[config.mk]
export PLATFORM = sky130hd
export DESIGN_NAME = efpga_access_ctrl
export DESIGN_NICKNAME = d
export VERILOG_FILES = /design/src/rtl/efpga_access_ctrl.sv
export SDC_FILE = /design/constraint.sdc
export NUM_CORES = 1
export LEC_CHECK = 0
export BUFFER_PORTS_ARGS = -buffer_cell sky130_fd_sc_hd__buf_2
export CAP_MARGIN = 30
export CORE_AREA = 4 4 157 159
export DETAILED_ROUTE_END_ITERATION = 10
export DIE_AREA = 0 0 161 163
export MAX_ROUTING_LAYER = met4
export SYNTH_ARGS = -nofsm -noshare
export SYNTH_HDL_FRONTEND = slang
export SYNTH_SLANG_ARGS = --single-unit
[constraint.sdc]
create_clock -name clk_i -period 1.6 [get_ports clk_i]
set_input_delay 0.32 -clock clk_i [delete_from_list [all_inputs] [get_ports clk_i]]
set_output_delay 0.32 -clock clk_i [all_outputs]
set_load 0.05 [all_outputs]
[src/rtl/efpga_access_ctrl.sv]
// Round-robin arbiter and sequencer sharing one eFPGA custom-op datapath between two requesters.
// Latency: accept in cycle 0, strobe in cycle 1, WAIT from cycle 2, rsp_valid in cycle 3+delay (or at timeout).
// Backpressure: req_ready_o only in IDLE and only for the winner; responses are one-cycle pulses with no stall.
module efpga_access_ctrl #(
   parameter int DATA_W  = 32,
   parameter int TIMEOUT = 255
) (
   input  logic                  clk_i,
   input  logic                  rst_ni,
   input  logic [1:0]            req_valid_i,
   output logic [1:0]            req_ready_o,
   input  logic [2*DATA_W-1:0]   req_operand_a_i,
   input  logic [2*DATA_W-1:0]   req_operand_b_i,
   input  logic [3:0]            req_operator_i,
   input  logic [7:0]            req_delay_i,
   output logic [1:0]            rsp_valid_o,
   output logic                  rsp_err_o,
   output logic [DATA_W-1:0]     rsp_result_a_o,
   output logic [DATA_W-1:0]     rsp_result_b_o,
   output logic [DATA_W-1:0]     rsp_result_c_o,
   output logic                  busy_o,
   output logic [DATA_W-1:0]     eFPGA_operand_a_o,
   output logic [DATA_W-1:0]     eFPGA_operand_b_o,
   output logic [1:0]            eFPGA_operator_o,
   output logic [3:0]            eFPGA_delay_o,
   output logic                  eFPGA_en_o,
   output logic                  eFPGA_write_strobe_o,
   input  logic                  eFPGA_fpga_done_i,
   input  logic [DATA_W-1:0]     eFPGA_result_a_i,
   input  logic [DATA_W-1:0]     eFPGA_result_b_i,
   input  logic [DATA_W-1:0]     eFPGA_result_c_i
);

   localparam int TO_W = $clog2(TIMEOUT + 1);
   // Last WAIT cycle index before a forced completion.
   localparam logic [TO_W-1:0] TO_LAST = TO_W'(TIMEOUT - 1);

   typedef enum logic [1:0] {IDLE, ISSUE, WAIT, RESP} state_e;

   state_e              state_q, state_d;
   logic                last_gnt_q, last_gnt_d;
   logic                port_q, port_d;
   logic [3:0]          dly_cnt_q, dly_cnt_d;
   logic [TO_W-1:0]     to_cnt_q, to_cnt_d;
   logic [DATA_W-1:0]   opa_q, opa_d;
   logic [DATA_W-1:0]   opb_q, opb_d;
   logic [1:0]          oper_q, oper_d;
   logic [3:0]          delay_q, delay_d;
   logic                en_q, en_d;
   logic                stb_q, stb_d;
   logic [1:0]          rsp_vld_q, rsp_vld_d;
   logic                rsp_err_q, rsp_err_d;
   logic [DATA_W-1:0]   res_a_q, res_a_d;
   logic [DATA_W-1:0]   res_b_q, res_b_d;
   logic [DATA_W-1:0]   res_c_q, res_c_d;

   logic                win_vld;
   logic                win_port;
   logic                done_ok;
   logic                to_hit;

   // Round-robin pick: a lone requester wins, otherwise the port that was not granted last.
   always_comb begin
      win_vld  = |req_valid_i;
      win_port = 1'b0;
      case (req_valid_i)
         2'b10:   win_port = 1'b1;
         2'b11:   win_port = ~last_gnt_q;
         default: win_port = 1'b0;
      endcase
      req_ready_o = 2'b00;
      if (state_q == IDLE && win_vld) begin
         req_ready_o = win_port ? 2'b10 : 2'b01;
      end
   end

   // Next-state and datapath computation for the sequencer.
   always_comb begin
      state_d    = state_q;
      last_gnt_d = last_gnt_q;
      port_d     = port_q;
      dly_cnt_d  = dly_cnt_q;
      to_cnt_d   = to_cnt_q;
      opa_d      = opa_q;
      opb_d      = opb_q;
      oper_d     = oper_q;
      delay_d    = delay_q;
      en_d       = en_q;
      stb_d      = stb_q;
      rsp_vld_d  = rsp_vld_q;
      rsp_err_d  = rsp_err_q;
      res_a_d    = res_a_q;
      res_b_d    = res_b_q;
      res_c_d    = res_c_q;
      done_ok    = (dly_cnt_q == 4'd0) && eFPGA_fpga_done_i;
      to_hit     = (to_cnt_q == TO_LAST);
      case (state_q)
         IDLE: begin
            if (win_vld) begin
               state_d    = ISSUE;
               port_d     = win_port;
               last_gnt_d = win_port;
               opa_d      = win_port ? req_operand_a_i[2*DATA_W-1:DATA_W] : req_operand_a_i[DATA_W-1:0];
               opb_d      = win_port ? req_operand_b_i[2*DATA_W-1:DATA_W] : req_operand_b_i[DATA_W-1:0];
               oper_d     = win_port ? req_operator_i[3:2] : req_operator_i[1:0];
               delay_d    = win_port ? req_delay_i[7:4] : req_delay_i[3:0];
               en_d       = 1'b1;
               stb_d      = 1'b1;
            end
         end
         ISSUE: begin
            state_d   = WAIT;
            stb_d     = 1'b0;
            dly_cnt_d = delay_q;
            to_cnt_d  = '0;
         end
         WAIT: begin
            if (dly_cnt_q != 4'd0) begin
               dly_cnt_d = dly_cnt_q - 4'd1;
            end
            to_cnt_d = to_cnt_q + TO_W'(1);
            // A real completion beats a coincident timeout.
            if (done_ok || to_hit) begin
               state_d   = RESP;
               en_d      = 1'b0;
               rsp_vld_d = port_q ? 2'b10 : 2'b01;
               rsp_err_d = ~done_ok;
               res_a_d   = eFPGA_result_a_i;
               res_b_d   = eFPGA_result_b_i;
               res_c_d   = eFPGA_result_c_i;
            end
         end
         RESP: begin
            state_d   = IDLE;
            rsp_vld_d = 2'b00;
         end
         default: state_d = IDLE;
      endcase
   end

   // State registers; reset drops any in-flight operation and hands first grant to port 0.
   always_ff @(posedge clk_i) begin
      if (!rst_ni) begin
         state_q    <= IDLE;
         last_gnt_q <= 1'b1;
         port_q     <= 1'b0;
         dly_cnt_q  <= '0;
         to_cnt_q   <= '0;
         opa_q      <= '0;
         opb_q      <= '0;
         oper_q     <= '0;
         delay_q    <= '0;
         en_q       <= 1'b0;
         stb_q      <= 1'b0;
         rsp_vld_q  <= 2'b00;
         rsp_err_q  <= 1'b0;
         res_a_q    <= '0;
         res_b_q    <= '0;
         res_c_q    <= '0;
      end else begin
         state_q    <= state_d;
         last_gnt_q <= last_gnt_d;
         port_q     <= port_d;
         dly_cnt_q  <= dly_cnt_d;
         to_cnt_q   <= to_cnt_d;
         opa_q      <= opa_d;
         opb_q      <= opb_d;
         oper_q     <= oper_d;
         delay_q    <= delay_d;
         en_q       <= en_d;
         stb_q      <= stb_d;
         rsp_vld_q  <= rsp_vld_d;
         rsp_err_q  <= rsp_err_d;
         res_a_q    <= res_a_d;
         res_b_q    <= res_b_d;
         res_c_q    <= res_c_d;
      end
   end

   assign busy_o               = (state_q != IDLE);
   assign rsp_valid_o          = rsp_vld_q;
   assign rsp_err_o            = rsp_err_q;
   assign rsp_result_a_o       = res_a_q;
   assign rsp_result_b_o       = res_b_q;
   assign rsp_result_c_o       = res_c_q;
   assign eFPGA_operand_a_o    = opa_q;
   assign eFPGA_operand_b_o    = opb_q;
   assign eFPGA_operator_o     = oper_q;
   assign eFPGA_delay_o        = delay_q;
   assign eFPGA_en_o           = en_q;
   assign eFPGA_write_strobe_o = stb_q;

endmodule

==> results.ini <==
[synthesis]
ys_types = 42
ys_warn_count = 0
avgSynthCellArea_sq_um = 8.969
ys.flop_type = dfxtp_1
synth_edf_count = 0
synthesis.nets = 1040
synth-async-reset-ratio_pct = 0
syn_inst = 790
ys_ff_latch = 187
syn-cell-area_sq_um = 7086
seq_area_frac_synth_pct = 52.83

[critical_path]
rr_endpoint = rsp_result_c_o[18]$_SDFFE_PN0P_
rr_worst_depth = 10
max_stage_delay_ns = 0.34
crit_chain = inv_4 -> ha_4 -> nand4_1 -> o22ai_4 -> buf_12 -> buf_12 -> buf_12 -> buf_16 -> nand2_1 -> a21oi_2
crit_cells = 10
cp_slowest_cell = dfxtp_2
reg2reg_setup_slack_ns = -0.12
crit_top_cell = buf_12
cp_num_buf_inv = 5
start_kind = flop
crit_family = buffers and inverters
setup.worst_path.class = flop to flop
cp-end-kind = flop
r2r_start = state_q[0]$_SDFFE_PN0P_
critPathRequiredTime_ns = 1.96
crit_fanout = 7
cp.arrival_ns = 2.08

[sta]
finalCriticalPeriod_ns = 1.716
drv_slew = 0
fin_skew_ns = 0.01764
worst_slack_ns = -0.1164
fin_crit_sh_pct = 107.3
rsz0062_at_grt = true
hold_viol_final = 0
setup_violations = 114
max_freq_mhz = 582.6
worst_slew_pin_slew_ns = 0.4090
slew_headroom_pct = 72.70
holdWs_ns = 0.1184

[clocking]
cts_root_buffer = clkbuf_16
cts_buffer_depth = 2
htreeDepth = 4
insertion_delay_ns = 0.44
cts_buffers = 17
clk_pin_slew_ns = 0.08
cts_tree = yes
ctsHoldBuffers = 0
cts_sinks = 187

[min_path]
worstHoldStart = eFPGA_result_b_i[23]
worstHoldEndpoint = rsp_result_b_o[23]$_SDFFE_PN0P_
min_path_type = input pin to flop
hold_depth = 3

[pwr]
p_total_mw = 19.12
power_density_nw_per_um2 = 1716
leakage_nw = 5.055
ir_drop_v = 0.0008230

[cells_and_area]
fillerInstances = 2246
fin_nets = 1479
areaGrowthSynthToFinish_pct = 57.27
drive_gt1_share_pct = 47.86

[flow_run]
drv_cap = 0

[route]
wl_per_cell_um = 18.14
ant_nets = 0
drc = 1
first_iter_violations = 681
firstDrtPassIters = 11
finalWirelength_mm = 28.32
vias = 7688
vias_per_cell = 4.925

[die]
io_pins = 415
start_util_pct = 30.46
die_width_um = 161
coreArea_sq_um = 23260
row_count = 56
die-area_sq_um = 26240
dieHeight_um = 163

[placement]
gp_congestion = 0.8065
dp_hpwl_mm = 19.05
io_buffers = 414

[grt]
grt_usage_pct = 20.17
antenna_found_initial = 1
grt_max_degree = 71
grt_pass1_vias = 7246
overflow = 0
grt_first_pass_wirelength_mm = 40.68

[status]
failed_checks = DRC, setup timing
status = complete, but fails checks

-- what timing repair did --
item	4_1_cts	5_1_grt
pin swaps	25	83
endpoints found under the setup margin	134	177
buffers inserted	17	11
gates cloned	9	2
gates resized for setup	37	73
hold endpoints to repair	0	0
-- worst max path at each step --
stage / startpoint / end / slack (ns)
after floorplan: state_q[0]$_SDFFE_PN0P_ / rsp_result_a_o[30]$_SDFFE_PN0P_ / 0.002
after global placement: state_q[1]$_SDFFE_PN0P_ / eFPGA_operand_a_o[24]$_SDFFE_PN0P_ / -0.002
after detailed placement: state_q[1]$_SDFFE_PN0P_ / eFPGA_operand_a_o[24]$_SDFFE_PN0P_ / -0.06
after CTS: state_q[1]$_SDFFE_PN0P_ / req_ready_o[1] / -0.13
after global routing: state_q[0]$_SDFFE_PN0P_ / rsp_result_b_o[13]$_SDFFE_PN0P_ / -0.23
final: state_q[0]$_SDFFE_PN0P_ / rsp_result_c_o[18]$_SDFFE_PN0P_ / -0.12
-- worst register-to-register path, stage by stage, from the launching register on --
cell and delay [ns]:
dfxtp_2 0.34, inv_4 0.08, ha_4 0.16, nand4_1 0.18
o22ai_4 0.21, buf_12 0.14, buf_12 0.12, buf_12 0.12
buf_16 0.13, nand2_1 0.08, a21oi_2 0.12
-- per-layer routing --
layer,track usage [%],part of all wire [%],vias to the layer above
met5,-,0,-
li1,-,-,3674
met4,5.428,1.7,0
met3,4.606,7.1,26
met2,33.98,50,378
met1,24.49,41,3610
-- stage by stage --
step	setup TNS, ns	area [sq um]	util (%)	instances	setup slack (ns)
after floorplan	0	7116	-	790	0.002067
after global placement	-0.001876	9707	41.73	1495	-0.001876
after detailed placement	-1.463	9707	41.73	1495	-0.05771
after CTS	-1.917	10830	46.57	1551	-0.1349
after global routing	-21.03	11140	47.90	1561	-0.2304
final	-5.823	11140	47.90	1561	-0.1164
-- cells by family (layout without fill, tap and decap cells) --
| kind of cell | after synthesis | in the layout | synth area share, % |
|---|---|---|---|
| compound gates | 202 | 202 | 20.31 |
| xor+xnor | 4 | 4 | 0.4944 |
| fa+ha+maj | 9 | 9 | 1.589 |
| buf+inv | 77 | 528 | 5.103 |
| flops | 187 | 187 | 52.83 |
| mux | 1 | 1 | 0.1413 |
| other cells | 0 | 1 | 0 |
| simple gates | 310 | 310 | 19.53 |
-- where the power goes --
group          internal, mW  total, mW  switching [mW]
combinational          3.12       8.84            5.71
clock                  2.24       4.36            2.12
sequential             5.46       5.92           0.467
-- placed cells by master, fill, tap and decap left out, drive strengths merged, types with 2 or more instances in the layout --
master and instances:
buf 483, nand2 206, dfxtp 187, a21oi 103, a222oi 70, nor2b 56, nor2 29, clkbuf 19
inv 18, o21ai 11, ha 9, a21boi 6, clkinv 6, nand4 5, xor2 4, o211ai 2
nand3 2, a32o 2, or3 2, o211a 2, nor3 2, o22ai 2
-- Yosys cell counts (4+ instances only) --
cell type,n,share of area [%]
dfxtp_1,187,53
inv_1,11,0.58
o21ai_0,10,0.71
buf_2,22,1.6
clkbuf_1,35,1.9
nand4_1,4,0.35
nor2b_1,56,4.9
ha_1,9,1.6
xor2_1,4,0.49
nor2_1,29,1.5
nand2_1,206,11
buf_6,4,0.64
a21boi_0,6,0.64
buf_4,4,0.42
a21oi_1,101,7.1
a222oi_1,70,9.9
-- state kept, by name (all words and copies together) (netlist names) --
name / count
rsp_result_a_o: 32
rsp_err_o: 1
state_q: 2
port_q: 1
rsp_valid_o: 2
eFPGA_delay_o: 4
eFPGA_write_strobe_o: 1
eFPGA_operand_b_o: 32
to_cnt_q: 8
last_gnt_q: 1
rsp_result_b_o: 32
eFPGA_operator_o: 2
dly_cnt_q: 4
eFPGA_operand_a_o: 32
rsp_result_c_o: 32
eFPGA_en_o: 1
-- layout make-up --
cell class / count / area [sq um] / share of cell area, %
clock inverters: 14 / 175.2 / 1.572
inverters: 12 / 56.30 / 0.5053
repair buffers: 485 / 3042 / 27.30
clock buffers: 17 / 425.4 / 3.818
flip-flops and latches: 187 / 3751 / 33.66
multi-input cells: 526 / 3292 / 29.54
diodes: 1 / 2.502 / 0.02246
well taps: 319 / 399.1 / 3.582
(Power assumes the default switching activity.)
